===== src/rtl/cu_pkg.sv =====
// Shared definitions for the immediate-class control unit.
//   state_t      : FSM states (IDLE, EX0, EX1)
//   FS_*         : ALU function-select codes
//   KM_*         : constant-source select codes driven on k_mux
//   PAT_*        : instruction-class opcode patterns
//   CW_*         : bit offsets of the fields inside controlWord
// controlWord packs 36 bits of fields; the top bit (36 with the default CUL)
// is a spare and stays zero.
package cu_pkg;

  typedef enum logic [1:0] {
    ST_IDLE = 2'b00,
    ST_EX0  = 2'b01,
    ST_EX1  = 2'b10
  } state_t;

  localparam logic [4:0] FS_AND   = 5'b00000;
  localparam logic [4:0] FS_ANDNB = 5'b00001;
  localparam logic [4:0] FS_ORR   = 5'b00100;
  localparam logic [4:0] FS_ADD   = 5'b01000;
  localparam logic [4:0] FS_SUB   = 5'b01001;
  localparam logic [4:0] FS_XOR   = 5'b01100;
  localparam logic [4:0] FS_LSL   = 5'b10000;
  localparam logic [4:0] FS_LSR   = 5'b10100;

  localparam logic [2:0] KM_IMM   = 3'b000;
  localparam logic [2:0] KM_MOV   = 3'b100;
  localparam logic [2:0] KM_MASK  = 3'b101;
  localparam logic [2:0] KM_SHIFT = 3'b110;

  localparam logic [6:0] PAT_LOGIC = 7'b1001000;
  localparam logic [4:0] PAT_MATH  = 5'b10001;
  localparam logic [5:0] PAT_MOV   = 6'b100101;
  localparam logic [6:0] PAT_SHIFT = 7'b1001101;
  localparam logic [1:0] OP_MOVK   = 2'b11;

  localparam logic [1:0] PCFS_HOLD = 2'b00;
  localparam logic [1:0] PCFS_INC  = 2'b01;

  localparam int CW_PCFS_LSB  = 0;
  localparam int CW_STLOAD    = 8;
  localparam int CW_BSEL      = 11;
  localparam int CW_C0        = 14;
  localparam int CW_WREG      = 15;
  localparam int CW_DA_LSB    = 16;
  localparam int CW_SB_LSB    = 21;
  localparam int CW_SA_LSB    = 26;
  localparam int CW_FS_LSB    = 31;

endpackage


===== src/rtl/cu_imm_decode.sv =====
// Combinational instruction-class decoder for the immediate control unit.
// Ports:
//   ir_hi       [30:21] of the instruction (op + class pattern + hw/shift dir)
//   ir_b15      IR[15], top bit of the shift amount (width check)
//   state       FSM state the flags are evaluated for
//   is_logic / is_math / is_mov / is_shift : class hits
//   shift_left  LSL (1) vs LSR (0)
//   op          IR[30:29]
//   legal       instruction decodes and fits DATA_W
//   movk_ex0    first cycle of a legal MOVK (mask phase)
//   final_cycle last execute cycle of the instruction in this state
// Macro CU_IMM_SHIFT_EN enables LSL/LSR decode; without it the shift pattern
// falls through as illegal.
module cu_imm_decode
  import cu_pkg::*;
#(
  parameter int DATA_W = 64
) (
  input  logic [30:21] ir_hi,
  input  logic         ir_b15,
  input  state_t       state,
  output logic         is_logic,
  output logic         is_math,
  output logic         is_mov,
  output logic         is_shift,
  output logic         shift_left,
  output logic [1:0]   op,
  output logic         legal,
  output logic         movk_ex0,
  output logic         final_cycle
);

  logic width_bad_s;
  logic movk_s;

  // Class match, width legality and cycle-position flags.
  always_comb begin
    op         = ir_hi[30:29];
    shift_left = ir_hi[21];
    is_logic   = (ir_hi[28:22] == PAT_LOGIC);
    is_math    = (ir_hi[28:24] == PAT_MATH);
    // Only MOVZ (op 2) and MOVK (op 3) exist in the MOV group.
    is_mov     = (ir_hi[28:23] == PAT_MOV) && ir_hi[30];
`ifdef CU_IMM_SHIFT_EN
    is_shift   = (ir_hi[28:22] == PAT_SHIFT);
`else
    is_shift   = 1'b0;
`endif
    // A 32-bit datapath has no upper halfwords and no shifts of 32 or more.
    width_bad_s = (DATA_W == 32) && ((is_mov && ir_hi[22]) || (is_shift && ir_b15));
    legal       = (is_logic || is_math || is_mov || is_shift) && !width_bad_s;
    movk_s      = legal && is_mov && (op == OP_MOVK);
    movk_ex0    = movk_s && (state == ST_EX0);
    case (state)
      ST_EX0:  final_cycle = !movk_s;
      ST_EX1:  final_cycle = 1'b1;
      default: final_cycle = 1'b0;
    endcase
  end

endmodule


===== src/rtl/cu_imm_fsm.sv =====
// Control unit for immediate-class instructions (logic, math, MOVZ/MOVK,
// optional LSL/LSR). IDLE accepts start and latches IR; EX0 executes, and
// MOVK takes a second cycle EX1 (mask, then OR-in).
// Ports:
//   clock, reset_n  rising-edge clock, asynchronous active-low reset
//   start, IR       instruction request and word (sampled in IDLE only)
//   status          NZCV flags, not used by this decoder
//   controlWord     {FS,SA,SB,DA,w_reg,C0,mem_cs,B_Sel,mem_write_en,IR_load,
//                    status_load,size,add_tri_sel,data_tri_sel,PC_sel,PC_FS}
//   k_mux, shamt, mov_hw  constant-source select, shift amount, MOV halfword
//   busy, done, illegal   non-IDLE, final execute cycle, undecodable IR
// Macro CU_IMM_SHIFT_EN enables LSL/LSR support.
// All outputs are registers loaded from the decode of the next state and
// next latched IR, so they line up with the state they describe and clear
// asynchronously on reset.
module cu_imm_fsm
  import cu_pkg::*;
#(
  parameter int DATA_W = 64,
  parameter int CUL    = 36
) (
  input  logic         clock,
  input  logic         reset_n,
  input  logic         start,
  input  logic [31:0]  IR,
  input  logic [3:0]   status,
  output logic [CUL:0] controlWord,
  output logic [2:0]   k_mux,
  output logic [5:0]   shamt,
  output logic [1:0]   mov_hw,
  output logic         busy,
  output logic         done,
  output logic         illegal
);

  state_t        state_r, state_next_s;
  logic [30:0]   ir_r, ir_next_s;
  logic [CUL:0]  cw_r, cw_s;
  logic [2:0]    k_mux_r, k_mux_s;
  logic [5:0]    shamt_r, shamt_s;
  logic [1:0]    mov_hw_r, mov_hw_s;
  logic          busy_r, busy_s, done_r, done_s, illegal_r, illegal_s;
  logic [4:0]    fs_s;

  logic          d_logic_s, d_math_s, d_mov_s, d_shift_s, d_left_s;
  logic          d_legal_s, d_movk_ex0_s, d_final_s;
  logic [1:0]    d_op_s;

  // Flags and IR[31] are not part of immediate decode.
  logic unused_s;
  assign unused_s = ^{status, IR[31]};

  cu_imm_decode #(.DATA_W(DATA_W)) u_decode (
    .ir_hi       (ir_next_s[30:21]),
    .ir_b15      (ir_next_s[15]),
    .state       (state_next_s),
    .is_logic    (d_logic_s),
    .is_math     (d_math_s),
    .is_mov      (d_mov_s),
    .is_shift    (d_shift_s),
    .shift_left  (d_left_s),
    .op          (d_op_s),
    .legal       (d_legal_s),
    .movk_ex0    (d_movk_ex0_s),
    .final_cycle (d_final_s)
  );

  // Next state and IR latch; done_r marks whether EX0 is the last cycle.
  always_comb begin
    state_next_s = state_r;
    ir_next_s    = ir_r;
    case (state_r)
      ST_IDLE: begin
        if (start) begin
          state_next_s = ST_EX0;
          ir_next_s    = IR[30:0];
        end else begin
          state_next_s = ST_IDLE;
        end
      end
      ST_EX0: begin
        if (done_r) begin
          state_next_s = ST_IDLE;
        end else begin
          state_next_s = ST_EX1;
        end
      end
      ST_EX1:  state_next_s = ST_IDLE;
      default: state_next_s = ST_IDLE;
    endcase
  end

  // Output decode for the upcoming state.
  always_comb begin
    cw_s      = '0;
    fs_s      = FS_AND;
    k_mux_s   = KM_IMM;
    shamt_s   = 6'd0;
    mov_hw_s  = 2'b00;
    busy_s    = 1'b0;
    done_s    = 1'b0;
    illegal_s = 1'b0;
    if (state_next_s != ST_IDLE) begin
      busy_s    = 1'b1;
      done_s    = d_final_s;
      illegal_s = !d_legal_s;
      mov_hw_s  = ir_next_s[22:21];
      if (d_mov_s) begin
        shamt_s = {ir_next_s[22:21], 4'b0000};
      end else begin
        shamt_s = ir_next_s[15:10];
      end
      cw_s[CW_PCFS_LSB +: 2] = d_final_s ? PCFS_INC : PCFS_HOLD;
      if (d_legal_s) begin
        if (d_math_s) begin
          fs_s = d_op_s[1] ? FS_SUB : FS_ADD;
        end else if (d_logic_s) begin
          case (d_op_s)
            2'b01:   fs_s = FS_ORR;
            2'b10:   fs_s = FS_XOR;
            default: fs_s = FS_AND;
          endcase
        end else if (d_mov_s) begin
          fs_s    = d_movk_ex0_s ? FS_ANDNB : FS_ORR;
          k_mux_s = d_movk_ex0_s ? KM_MASK : KM_MOV;
        end else begin
          fs_s    = d_left_s ? FS_LSL : FS_LSR;
          k_mux_s = KM_SHIFT;
        end
        cw_s[CW_FS_LSB +: 5] = fs_s;
        cw_s[CW_SA_LSB +: 5] = ir_next_s[9:5];
        cw_s[CW_SB_LSB +: 5] = ir_next_s[20:16];
        cw_s[CW_DA_LSB +: 5] = ir_next_s[4:0];
        cw_s[CW_WREG]        = 1'b1;
        cw_s[CW_BSEL]        = 1'b1;
        cw_s[CW_C0]          = d_math_s && d_op_s[1];
        // Flag-setting forms: ADDIS/SUBIS (math op odd) and ANDIS.
        cw_s[CW_STLOAD]      = d_final_s &&
                               ((d_math_s && d_op_s[0]) || (d_logic_s && (d_op_s == 2'b11)));
      end else begin
        fs_s = FS_AND;
      end
    end else begin
      busy_s = 1'b0;
    end
  end

  // State, latched IR and registered outputs.
  always_ff @(posedge clock or negedge reset_n) begin
    if (!reset_n) begin
      state_r   <= ST_IDLE;
      ir_r      <= 31'd0;
      cw_r      <= '0;
      k_mux_r   <= 3'b000;
      shamt_r   <= 6'd0;
      mov_hw_r  <= 2'b00;
      busy_r    <= 1'b0;
      done_r    <= 1'b0;
      illegal_r <= 1'b0;
    end else begin
      state_r   <= state_next_s;
      ir_r      <= ir_next_s;
      cw_r      <= cw_s;
      k_mux_r   <= k_mux_s;
      shamt_r   <= shamt_s;
      mov_hw_r  <= mov_hw_s;
      busy_r    <= busy_s;
      done_r    <= done_s;
      illegal_r <= illegal_s;
    end
  end

  assign controlWord = cw_r;
  assign k_mux       = k_mux_r;
  assign shamt       = shamt_r;
  assign mov_hw      = mov_hw_r;
  assign busy        = busy_r;
  assign done        = done_r;
  assign illegal     = illegal_r;

endmodule


===== config.mk =====
export PLATFORM = sky130hd
export DESIGN_NAME = cu_imm_fsm
export DESIGN_NICKNAME = d
export VERILOG_FILES = /design/src/rtl/cu_pkg.sv /design/src/rtl/cu_imm_decode.sv /design/src/rtl/cu_imm_fsm.sv
export SDC_FILE = /design/constraint.sdc
export NUM_CORES = 1
export LEC_CHECK = 0
export BUFFER_PORTS_ARGS = -buffer_cell sky130_fd_sc_hd__buf_4
export CORE_MARGIN = 10
export CORE_UTILIZATION = 35
export DETAILED_ROUTE_END_ITERATION = 16
export HOLD_SLACK_MARGIN = 0.05
export PLACE_DENSITY = 0.68
export SLEW_MARGIN = 20
export SYNTH_ARGS = -nofsm -noshare
export SYNTH_HDL_FRONTEND = slang
export SYNTH_HIERARCHICAL = 1
export SYNTH_SLANG_ARGS = --single-unit

===== constraint.sdc =====
create_clock -name clock -period 3.3 [get_ports clock]
set_clock_uncertainty 0.05 [all_clocks]
set_input_delay 0.165 -clock clock [delete_from_list [all_inputs] [get_ports clock]]
set_output_delay 0.165 -clock clock [all_outputs]
set_load 0.01 [all_outputs]

Word level (Yosys, flattened, before mapping)
Cells that the tools add are included.

Register bits: 73. Bits of input ports: 39. Output and inout port bits: 51. Logic and storage cells: 66.

Equal/unequal tests: 9. Muxes and demuxes: 33. Reduce and logical (&&, ||, !) cells: 15.

Operators by type and width (count): 31-bit 2-to-1 mux (2); 22-bit 2-to-1 mux (2); 3-bit 2-to-1 mux (6); 5-bit 2-to-1 mux (3); 1-bit 2-to-1 mux (12); 6-bit 2-to-1 mux (2); 1-bit logical AND (8); 4-bit case mux with 2 select lines (1); 7-bit == test (second input constant) (1); 2-bit by 1-bit == test with 1-bit output (second input constant) (3); 2-bit == test (second input constant) (3); 6-bit == test (second input constant) (1); 2-bit 2-to-1 mux (3); 5-bit == test (second input constant) (1); 2-bit case mux with 2 select lines (1); 1-bit logical OR (3); 1-bit logical NOT (2); 2-bit logical NOT (1); 1-bit case mux with 2 select lines (1); 2-bit nonzero test (1).

Logic depth before layout (Yosys ltp)
Gate-level depths: netlist of the first run.

Depth after elaboration: 14. Depth in mapped cells: 12. Depth with buffers taken out: 8.

By module
The synthesis of the first run kept the hierarchy.

By module, submodules not included: cu_imm_fsm (instances 1, cells each 179, area an instance 2650.0 um^2, seq. area each 1701.6 um^2); cu_imm_decode (instances 1, cells each 24, area an instance 166.4 um^2, seq. area each 0.0 um^2).

Worst setup path after synthesis of the first run
Ideal clock, no wire load.

Path type: reg-to-reg. Start: reg state_r[1]. End: reg k_mux_r[0], in the netlist k_mux[0]. Library setup time: 0.095 ns. Data arrival time: 2.796 ns. Required time: 3.155 ns. Path slack: 0.359 ns. Stages on the path, launching flop included: 12. Path buffers: 4. Clock period less this slack: 2.941 ns. Path through: dfrtp_1 -> nor3b_2 -> buf_4 -> buf_6 -> buf_4 -> mux2_2 -> or3b_4 -> a21oi_1 -> inv_1 -> a2111o_1 -> buf_6 -> nor4_4.

Elaborated cells between the ends (all ways): 22. Those cells by class: 6 x eq/ne; 8 x mux; 8 x reduce/logical.

RTL lines: start, declared (RTL line cu_imm_fsm.sv:36) `state_t state_r, state_next_s;`; start signal, assigned (RTL line cu_imm_fsm.sv:161) `state_r <= state_next_s;`; 2-bit by 1-bit == test with 1-bit output / 2-bit logical NOT (equally long branches) (RTL line cu_imm_fsm.sv:72) `case (state_r)`; 2-bit case mux with 2 select lines * (RTL line cu_imm_fsm.sv:72); net state_next_s[0] (RTL line cu_imm_fsm.sv:36); 2-bit by 1-bit == test with 1-bit output (RTL line cu_imm_decode.sv:53) `movk_ex0 = movk_s && (state == ST_EX0);`; 1-bit logical AND (RTL line cu_imm_decode.sv:53); 1-bit 2-to-1 mux (RTL line cu_imm_fsm.sv:125) `k_mux_s = d_movk_ex0_s ? KM_MASK : KM_MOV;`; 2-bit 2-to-1 mux (RTL line cu_imm_fsm.sv:123) `end else if (d_mov_s) begin`; 3-bit 2-to-1 mux (RTL line cu_imm_fsm.sv:117) `end else if (d_logic_s) begin`; 3-bit 2-to-1 mux (RTL line cu_imm_fsm.sv:115) `if (d_math_s) begin`; 3-bit 2-to-1 mux (RTL line cu_imm_fsm.sv:114) `if (d_legal_s) begin`; 3-bit 2-to-1 mux * (RTL line cu_imm_fsm.sv:103) `if (state_next_s != ST_IDLE) begin`; net k_mux_s[0] (RTL line cu_imm_fsm.sv:39) `logic [2:0] k_mux_r, k_mux_s;`; end signal, assigned (RTL line cu_imm_fsm.sv:164) `k_mux_r <= k_mux_s;`; end, declared (RTL line cu_imm_fsm.sv:39).

The timed path passes the listed nets; every way through them passes the cells marked *.

Worst setup path in the final report of the first run
Start: reg state_r[1]. End: reg cw_r[24], in the netlist controlWord[24].

Cells in the longest elaborated chain, start to end: 7. Elaborated cells between the ends (all ways): 13. Those cells by class: 4 x eq/ne; 4 x mux; 5 x reduce/logical.

RTL lines: 2-bit logical NOT * (RTL line cu_imm_fsm.sv:72); 31-bit 2-to-1 mux * (RTL line cu_imm_fsm.sv:72); net ir_next_s[23] (RTL line cu_imm_fsm.sv:37) `logic [30:0] ir_r, ir_next_s;`; 7-bit == test / 6-bit == test (equally long branches) (RTL line cu_imm_decode.sv:40, cu_imm_decode.sv:43); 1-bit logical OR / 1-bit logical AND (equally long branches) (RTL line cu_imm_decode.sv:51, cu_imm_decode.sv:43); 1-bit logical OR * (RTL line cu_imm_decode.sv:51) `legal = (is_logic || is_math || is_mov || is_shift) && !width_bad_s;`; net d_legal_s (RTL line cu_imm_fsm.sv:46) `logic d_legal_s, d_movk_ex0_s, d_final_s;`; 22-bit 2-to-1 mux * (RTL line cu_imm_fsm.sv:114); 22-bit 2-to-1 mux * (RTL line cu_imm_fsm.sv:103); net cw_s[24] (RTL line cu_imm_fsm.sv:38) `logic [CUL:0] cw_r, cw_s;`; end signal, assigned (RTL line cu_imm_fsm.sv:163) `cw_r <= cw_s;`; end, declared (RTL line cu_imm_fsm.sv:38).

Marked as above.

==> summary.md, run 1 <==
| Metric | Value |
|---|---|
| # setup viols final | `0` |
| Fmax achieved | `340 MHz` |
| TritonCTS clock tree | `built` |
| Initial Utilization | `between 30% and 40%` |
| WL/cell | `about 15 µm` |
| DRT Pass-1 Iters | `4` |
| Grt met2 use | `17.7%` |
| Layout fillers | `roughly 690` |
| Min cycle time layout | `2940 ps` |
| M3 GR Usage | `between 3 and 4%` |
| Syn Area/Cell | `~14 µm²` |
| Initial DRC Count | `56` |
| Vias per Instance | `4.39` |
| Arrival time at the worst endpoint | `3160 ps` |
| Die area | `12000 µm²` |
| Nets@finish | `~350` |
| Ant diodes | `0` |
| Layout overhead on the synthesized area | `37.2%` |
| Least-Margin Pin Slew | `844 ps` |
| GRT Total Usage | `10.6%` |
| TNS Setup | `0 ps` |
| Max-cap violations | `0` |
| Gr busiest metal | `met2` |
| Die width | `110 µm` |
| Initial antenna violation count | `0` |
| Setup CP Type | `reg2reg` |
| HP Class | `in2reg` |
| Routed Antenna Nets | `0` |
| Power per standard cell area | `605 nW/µm²` |
| First-pass GRT wire length | `10.1 mm` |
| IO Port Bufs | `71` |
| Core area | `7770 µm²` |
| Vias post-DR | `1809` |
| CP Cell Sequence | `nor3b_4, buf_12, mux2_2, or2_1, a21o_1, a21oi_1, inv_1, a2111o_1, buf_4, and2b_1` |
| Min Hold Slack | `96.9 ps` |
| Num CTS Buffers | `9` |
| CP Capture Type | `register` |
| Yosys warning total | `6` |
| Cells after synthesis | `201` |
| Crit Path Max Fanout | `23` |
| Slowest cell on crit path | `dfrtp_1` |
| Pleak | `0.00183 µW` |
| Biggest cell delay along the critical path | `around 430 ps` |
| WP data required | `3520 ps` |
| Routed WL | `6.14 mm` |
| Setup Fix Bufs, Post-CTS | `0` |
| Final RePlAce weighted congestion | `~0.75` |
| Syn Std Cell Area | `2810 µm²` |
| Clk root buf | `clkbuf_8` |
| Ports | `90` |
| CP Launch Type | `register` |
| Tcrit/Tclk final | `89.2%` |
| RSZ-0062 raised after global routing | `no` |
| Latest clock arrival within the worst-skew pair | `330 ps` |
| Max Slew Vio Count | `0` |
| Final Hold Viols | `0` |
| Pin count of the biggest net entering global routing | `roughly 70` |
| Layout cell share with drive strength beyond 1 | `42.9%` |
| Chip Height | `110 µm` |
| Peak supply drop | `184 µV` |
| H-tree depth | `3` |
| CTS max path bufs | `2` |
| Detailed placer's ending HPWL | `4.29 mm` |
| Clk slew on worst S/H paths | `70 ps` |
| Outcome | `finished, final reports clean` |
| Met1 usage | `between 10% and 20%` |
| Vias in the first global route | `2003` |
| Row Count | `32` |
| CTS Sinks | `68` |
| Rel. slew slack | `between 40% and 50%` |
| Total grt overflow | `0` |
| Detailed-route DRC error count | `0` |
==> registers in the layout (all words and copies together), names as in the netlist <==
| register | count |
|---|---|
| mov_hw | 2 |
| k_mux | 3 |
| ir_r | 31 |
| state_r | 2 |
| shamt | 6 |
| busy | 1 |
| controlWord | 22 |
| illegal | 1 |
==> area by class of cell <==
type | instances | area [µm²] | area share [%]
clock buffer | 11 | 141 | 3.67
clock inverter | 5 | 27.5 | 0.715
inverter | 9 | 33.8 | 0.877
multi-input combinational | 108 | 912 | 23.7
sequential | 68 | 1700 | 44.2
tap | 102 | 128 | 3.31
timing repair buffer | 109 | 906 | 23.5
==> critical path, delay by kind of cell (launching register included) <==
family,cells,cell delay (ps)
simple gates,3,720
compound gates,3,780
flops,1,430
mux,1,370
buf+inv,3,520
==> timing repair <==
action	in CTS	in global routing
hold buffers	30	0
hold endpoints to repair	99	0
gates resized for setup	0	0
==> layer usage <==
layer,vias to the layer above,part of all wire (%)
li1,853,-
met4,0,1.6
met3,11,8.2
met1,885,41
met5,-,0
met2,60,49
==> placed cells by master, fill, tap and decap left out, drive strengths merged, types with 2 or more instances in the layout <==
master / instances
a21oi: 5
conb: 13
nor4: 3
clkbuf: 11
nand2b: 3
nand2: 3
ha: 4
inv: 9
dfrtp: 68
buf: 79
mux2: 31
a22o: 2
clkinv: 4
nor2b: 16
mux4: 2
nor3b: 6
nor2: 6
dlygate4sd3: 30
nor3: 3
==> worst paths after layout <==
path	end	slack, ps	cells past startpoint	from
hold / removal	ir_r[30]	100	2	IR[30]
setup reg to reg	controlWord[24]	360	10	state_r[1]
max in group asynchronous	controlWord[8]	2220	2	reset_n
hold reg to reg	ir_r[16]	440	1	ir_r[16]
min in group asynchronous	ir_r[16]	430	2	reset_n
setup / recovery	controlWord[24]	360	10	state_r[1]
==> stage by stage <==
step / setup slack (ps) / utilization (%) / instance area [µm²] / instances / total power, µW
after floorplan: 359 / - / 2850 / 213 / 1540
after global placement: 393 / 43.5 / 3380 / 366 / 1710
after detailed placement: 340 / 43.5 / 3380 / 366 / 1740
after CTS: 336 / 49.6 / 3850 / 412 / 2360
after global routing: 241 / 49.6 / 3850 / 412 / 2470
final: 358 / 49.6 / 3850 / 412 / 2330
==> power by group <==
part,switching (µW),internal (µW)
Clock,295,288
Combinational,294,358
Sequential,69.1,1030
Power figures use the tool's default switching activity.
==> run 2: changes to the inputs <==
Settings changed: CELL_PAD_IN_SITES_DETAIL_PLACEMENT set to 1, CELL_PAD_IN_SITES_GLOBAL_PLACEMENT set to 1, HOLD_SLACK_MARGIN 0.05 to 0.12, PLACE_DENSITY 0.68 to 0.8.
==> summary.md, run 2 (synthesis gave the netlist of run 1 again) <==
| Metric | Value |
|---|---|
| # setup viols final | `0 (unchanged)` |
| Hold wc startpoint | `start (was IR[30])` |
| Grt met2 use | `20.8% (was 17.7%)` |
| M3 GR Usage | `3.39% (unchanged)` |
| H-tree depth | `3 (unchanged)` |
| Final WS setup | `261 ps (was 358 ps)` |
| CP Cell Sequence | `nor3b_4, mux2_2, or3b_4, a21oi_1, inv_1, a2111o_1, buf_4, nor4_4 (was nor3b_4, buf_12, mux2_2, or2_1, a21o_1, a21oi_1, inv_1, a2111o_1, buf_4, and2b_1)` |
| RR Startpoint | `state_r[0] (was state_r[1])` |
| IO Port Bufs | `71 (unchanged)` |
| Max-cap violations | `0 (unchanged)` |
| First-pass GRT wire length | `11.5 mm (was 10.1 mm)` |
| Max FFs per register | `31 (unchanged)` |
| Vias post-DR | `1855 (was 1809)` |
| Detailed-route DRC error count | `0 (unchanged)` |
| Ant diodes | `0 (unchanged)` |
| Die area | `12000 µm² (unchanged)` |
| RSZ-0062 raised after global routing | `no (unchanged)` |
| WL/cell | `16.8 µm (was 14.9 µm)` |
| Detailed placer's ending HPWL | `4.76 mm (was 4.29 mm)` |
| DRT Pass-1 Iters | `4 (unchanged)` |
| Total grt overflow | `0 (unchanged)` |
| Nets@finish | `351 (was 348)` |
| Arrival time at the worst endpoint | `3240 ps (was 3160 ps)` |
| Final RePlAce weighted congestion | `0.729 (was 0.750)` |
| Slowest cell on crit path | `nor3b_4 (was dfrtp_1)` |
| Least-Margin Pin Slew | `840 ps (was 844 ps)` |
| Most common cell after layout, fill and taps aside | `buf_4 (unchanged)` |
| Crit Path Max Fanout | `12 (was 23)` |
| TNS Setup | `0 ps (unchanged)` |
| Min cycle time layout | `3040 ps (was 2940 ps)` |
| Gr busiest metal | `met2 (unchanged)` |
| Setup Fix Bufs, Post-CTS | `0 (unchanged)` |
| CTS max path bufs | `2 (unchanged)` |
| Initial DRC Count | `35 (was 56)` |
| Row Count | `32 (unchanged)` |
| Placement Setup Slack | `245 ps (was 340 ps)` |
| CP Capture Type | `register (unchanged)` |
| Core area | `7770 µm² (unchanged)` |
| Layout cell share with drive strength beyond 1 | `43.1% (was 42.9%)` |
| Buffers and inverters on the worst path | `2 (was 3)` |
| Rel. slew slack | `44.0% (was 43.7%)` |
| Die width | `110 µm (unchanged)` |
| Layout overhead on the synthesized area | `39.2% (was 37.2%)` |
| Vias in the first global route | `2220 (was 2003)` |
| Peak supply drop | `165 µV (was 184 µV)` |
| Clk slew on worst S/H paths | `80 ps (was 70 ps)` |
| Pleak | `0.00186 µW (was 0.00183 µW)` |
| Routed WL | `6.97 mm (was 6.14 mm)` |
| Crit path launch | `state_r[0] (was state_r[1])` |
| Ports | `90 (unchanged)` |
| HP Class | `in2reg (unchanged)` |
| Chip Height | `110 µm (unchanged)` |
| Met1 usage | `14.1% (was 12.5%)` |
| Pin count of the biggest net entering global routing | `69 (unchanged)` |
| GRT Total Usage | `12.3% (was 10.6%)` |
| Initial antenna violation count | `0 (unchanged)` |
| Power per standard cell area | `630 nW/µm² (was 605 nW/µm²)` |
| Num CTS Buffers | `9 (unchanged)` |
| Biggest cell delay along the critical path | `490 ps (was 430 ps)` |
| Clk root buf | `clkbuf_8 (unchanged)` |
| CP Launch Type | `register (unchanged)` |
| Most flops, register | `ir_r (unchanged)` |
| Vias per Instance | `4.47 (was 4.39)` |
| Max Slew Vio Count | `0 (unchanged)` |
| Tcrit/Tclk final | `92.1% (was 89.2%)` |
| Final Hold Viols | `0 (unchanged)` |
| Outcome | `finished, final reports clean (unchanged)` |
| Layout fillers | `814 (was 694)` |
| Area of the multi-input gates | `912 µm² (unchanged)` |
| Commonest non-fill, non-tap cells in the layout | `buf_4, dfrtp_1, dlygate4sd3_1 (unchanged)` |
| Initial Utilization | `36.1% (unchanged)` |
| Fmax achieved | `329 MHz (was 340 MHz)` |
| Setup CP Type | `reg2reg (unchanged)` |
| WP data required | `3500 ps (was 3520 ps)` |
| CTS Sinks | `68 (unchanged)` |
| Latest clock arrival within the worst-skew pair | `330 ps (about the same)` |
| PostCTS Resize Cnt | `0 (unchanged)` |
| Routed Antenna Nets | `0 (unchanged)` |
| TritonCTS clock tree | `built (unchanged)` |
| Cell family with most CP delay | `simple AND/OR/NAND/NOR gates (was compound AO/OA/AOI/OAI gates)` |
| Sequential cell area | `1700 µm² (unchanged)` |
[run 2: changes by cell type in the layout (fill, tap and decap cells not counted), moves of 2 or more]
cell	previous run	this run
buf_4	78	80
clkinv_2	4	1
clkinv_4	0	2
dlygate4sd3_1	30	32
inv_6	0	2
[run 2: report_power, final]
part	switching, µW	internal [µW]
clock network	325	376
registers	74.7	1020
logic	302	357
total	702	1760
[run 2: worst reg2reg max path, cell delays in order (launching register included)]
cell and delay (ps):
dfrtp_1 450, nor3b_4 490, mux2_2 410, or3b_4 440, a21oi_1 210, inv_1 90
a2111o_1 410, buf_4 210, nor4_4 200
[run 2: layout make-up]
class                      instances  area share (%)
sequential                        68            43.6
clock inverter                     6            1.79
timing repair buffer             112            23.6
multi-input combinational        108            23.4
inverter                           9           0.865
tap                              102            3.27
clock buffer                      10            3.53
[run 2: what timing repair did]
| item | in CTS | in global routing |
|---|---|---|
| hold buffers | 32 | 0 |
| hold endpoints to repair | 103 | 0 |
| setup endpoints to repair | 0 | 0 |
[run 2: per-stage QoR]
step           hold slack (ps)  instance area [µm²]  power, µW  cells  util, %
6_report                   331                 3900       2460    415     50.3
5_1_grt                    363                 3900       2620    415     50.3
4_1_cts                    310                 3900       2490    415     50.3
3_5_place_dp               271                 3380       1750    367     43.5
3_3_place_gp               264                 3380       1710    367     43.5
2_1_floorplan             -181                 2850       1540    213        -
[run 2: worst paths after layout]
kind | end | slack [ps] | cells past startpoint
worst max-delay path | k_mux[0] | 260 | 8
worst min-delay path | controlWord[33] | 330 | 4
worst max register to register | k_mux[0] | 260 | 8
worst min register to register | ir_r[16] | 440 | 1
max in group asynchronous | shamt[4] | 2220 | 2
min in group asynchronous | ir_r[4] | 440 | 2
[run 2: routing by layer]
| metal | routed length (µm) | part of all wire, % | up-vias |
|---|---|---|---|
| met5 | 0 | 0 | - |
| met4 | 130 | 1.9 | 0 |
| met3 | 479 | 6.9 | 13 |
| met2 | 3470 | 50 | 70 |
| met1 | 2890 | 42 | 918 |
| li1 | - | - | 854 |
==> run 3: changes to the inputs <==
Settings changed: CORE_MARGIN 10 to 2.
==> summary.md, run 3 (synthesis gave the netlist of run 1 again) <==
| Metric | Value |
|---|---|
| Outcome | `finished, final reports clean (unchanged)` |
| Routed Antenna Nets | `0 (unchanged)` |
| RSZ-0062 raised after global routing | `no (unchanged)` |
| H-tree depth | `3 (unchanged)` |
| CP Capture Type | `register (unchanged)` |
| Die area | `8750 µm² (was 12000 µm²)` |
| Row Count | `32 (unchanged)` |
| WP data required | `3490 ps (was 3500 ps)` |
| Crit Path Max Fanout | `11 (was 12)` |
| Detailed-route DRC error count | `0 (unchanged)` |
| Max FFs per register | `31 (unchanged)` |
| Core Util, Final | `50.6% (was 50.3%)` |
| First-pass GRT wire length | `10.1 mm (was 11.5 mm)` |
| Pin count of the biggest net entering global routing | `69 (unchanged)` |
| # setup viols final | `0 (unchanged)` |
| Arrival time at the worst endpoint | `3170 ps (was 3240 ps)` |
| CP Launch Type | `register (unchanged)` |
| Latest clock arrival within the worst-skew pair | `330 ps (about the same)` |
| Detailed placer's ending HPWL | `4.02 mm (was 4.76 mm)` |
| Die width | `93.5 µm (was 110 µm)` |
| Tcrit/Tclk final | `90.2% (was 92.1%)` |
| Clk slew on worst S/H paths | `70 ps (was 80 ps)` |
| Min Hold Slack | `243 ps (was 331 ps)` |
| Post-DP Area | `3380 µm² (unchanged)` |
| Clk root buf | `clkbuf_8 (unchanged)` |
| HP Class | `in2reg (unchanged)` |
| Final WS setup | `325 ps (was 261 ps)` |
| Rel. slew slack | `43.4% (was 44.0%)` |
| Total grt overflow | `0 (unchanged)` |
| Num CTS Buffers | `9 (unchanged)` |
| Nets@finish | `351 (unchanged)` |
| Max-cap violations | `0 (unchanged)` |
| Ant diodes | `0 (unchanged)` |
| Initial Utilization | `36.3% (was 36.1%)` |
| Initial antenna violation count | `0 (unchanged)` |
| Core area | `7730 µm² (was 7770 µm²)` |
| Routed WL | `6.17 mm (was 6.97 mm)` |
| TNS Setup | `0 ps (unchanged)` |
| Setup Fix Bufs, Post-CTS | `0 (unchanged)` |
| IO Port Bufs | `71 (unchanged)` |
| Most common cell after layout, fill and taps aside | `buf_4 (unchanged)` |
| Setup CP Type | `reg2reg (unchanged)` |
| Vias post-DR | `1860 (was 1855)` |
| Chip Height | `93.5 µm (was 110 µm)` |
| Final Hold Viols | `0 (unchanged)` |
| DRT Pass-1 Iters | `4 (unchanged)` |
| Pleak | `0.00186 µW (about the same)` |
| GRT Total Usage | `15.3% (was 12.3%)` |
| Max Slew Vio Count | `0 (unchanged)` |
| Initial DRC Count | `64 (was 35)` |
| Least-Margin Pin Slew | `849 ps (was 840 ps)` |
| CTS max path bufs | `2 (unchanged)` |
| WL/cell | `14.9 µm (was 16.8 µm)` |
| Peak supply drop | `286 µV (was 165 µV)` |
| Fin area | `3910 µm² (was 3900 µm²)` |
| Final RePlAce weighted congestion | `0.766 (was 0.729)` |
| Most flops, register | `ir_r (unchanged)` |
| Vias in the first global route | `2037 (was 2220)` |
| PostCTS Resize Cnt | `0 (unchanged)` |
| Hold Buf Count CTS | `32 (unchanged)` |
| Vias per Instance | `4.48 (was 4.47)` |
| TritonCTS clock tree | `built (unchanged)` |
| Layout cell share with drive strength beyond 1 | `42.8% (was 43.1%)` |
| Layout fillers | `797 (was 814)` |
| Layout overhead on the synthesized area | `39.5% (was 39.2%)` |
| Fmax achieved | `336 MHz (was 329 MHz)` |
| Commonest non-fill, non-tap cells in the layout | `buf_4, dfrtp_1, dlygate4sd3_1 (unchanged)` |
| CTS Sinks | `68 (unchanged)` |
| Power per standard cell area | `638 nW/µm² (was 630 nW/µm²)` |
| Placement Setup Slack | `340 ps (was 245 ps)` |
| Ports | `90 (unchanged)` |
| Min cycle time layout | `2980 ps (was 3040 ps)` |
run 3: cell count changes in the layout (fill, tap and decap cells not counted):
cell,change
clkinv_4,-1
clkbuf_8,-1
bufinv_16,+1
inv_6,-2
clkinvlp_4,+2
clkbuf_1,+1
run 3: final timing paths:
| check | from | end | slack [ps] | cells past startpoint |
|---|---|---|---|---|
| max reg2reg | state_r[1] | k_mux[0] | 320 | 9 |
| min in group asynchronous | reset_n | ir_r[3] | 430 | 2 |
| min | start | state_r[0] | 240 | 3 |
| min reg2reg | ir_r[20] | ir_r[20] | 430 | 1 |
| max in group asynchronous | reset_n | state_r[0] | 2220 | 2 |
| max | state_r[1] | k_mux[0] | 320 | 9 |
run 3: layout make-up:
class                           count  area, µm²  area share [%]
Clock buffer                       10        128            3.26
Clock inverter                      6       88.8            2.27
Inverter                            9       33.8           0.863
Multi-Input combinational cell    108        912            23.3
Sequential cell                    68       1700            43.5
Tap cell                          102        128            3.26
Timing Repair Buffer              112        921            23.5
run 3: stage by stage:
stage / power (µW) / instances
final: 2500 / 415
after floorplan: 1540 / 213
after global placement: 1710 / 367
after detailed placement: 1750 / 367
after global routing: 2650 / 415
after CTS: 2530 / 415
run 3: worst max-delay path, stage by stage (launching register included):
cell and delay [ps]:
dfrtp_1 440, nor3b_4 220, buf_4 230, mux2_2 360, or3b_4 440, a21oi_1 180, inv_1 100, a2111o_1 440
buf_4 210, nor4_4 190
run 3: power by group:
part           total (µW)  switching, µW  internal [µW]
clock                 738            312            425
sequential           1100           70.3           1020
combinational         663            306            357
run 3: per-layer routing:
metal  up-vias  share of wire [%]  wire length (µm)  global-route usage (%)
met5         -                  0                 0                       0
met3         9                6.2               383                    5.48
li1        857                  -                 -                       -
met2        66                 51              3160                    26.4
met1       928                 41              2550                    18.0
met4         0                1.1                69                    4.04
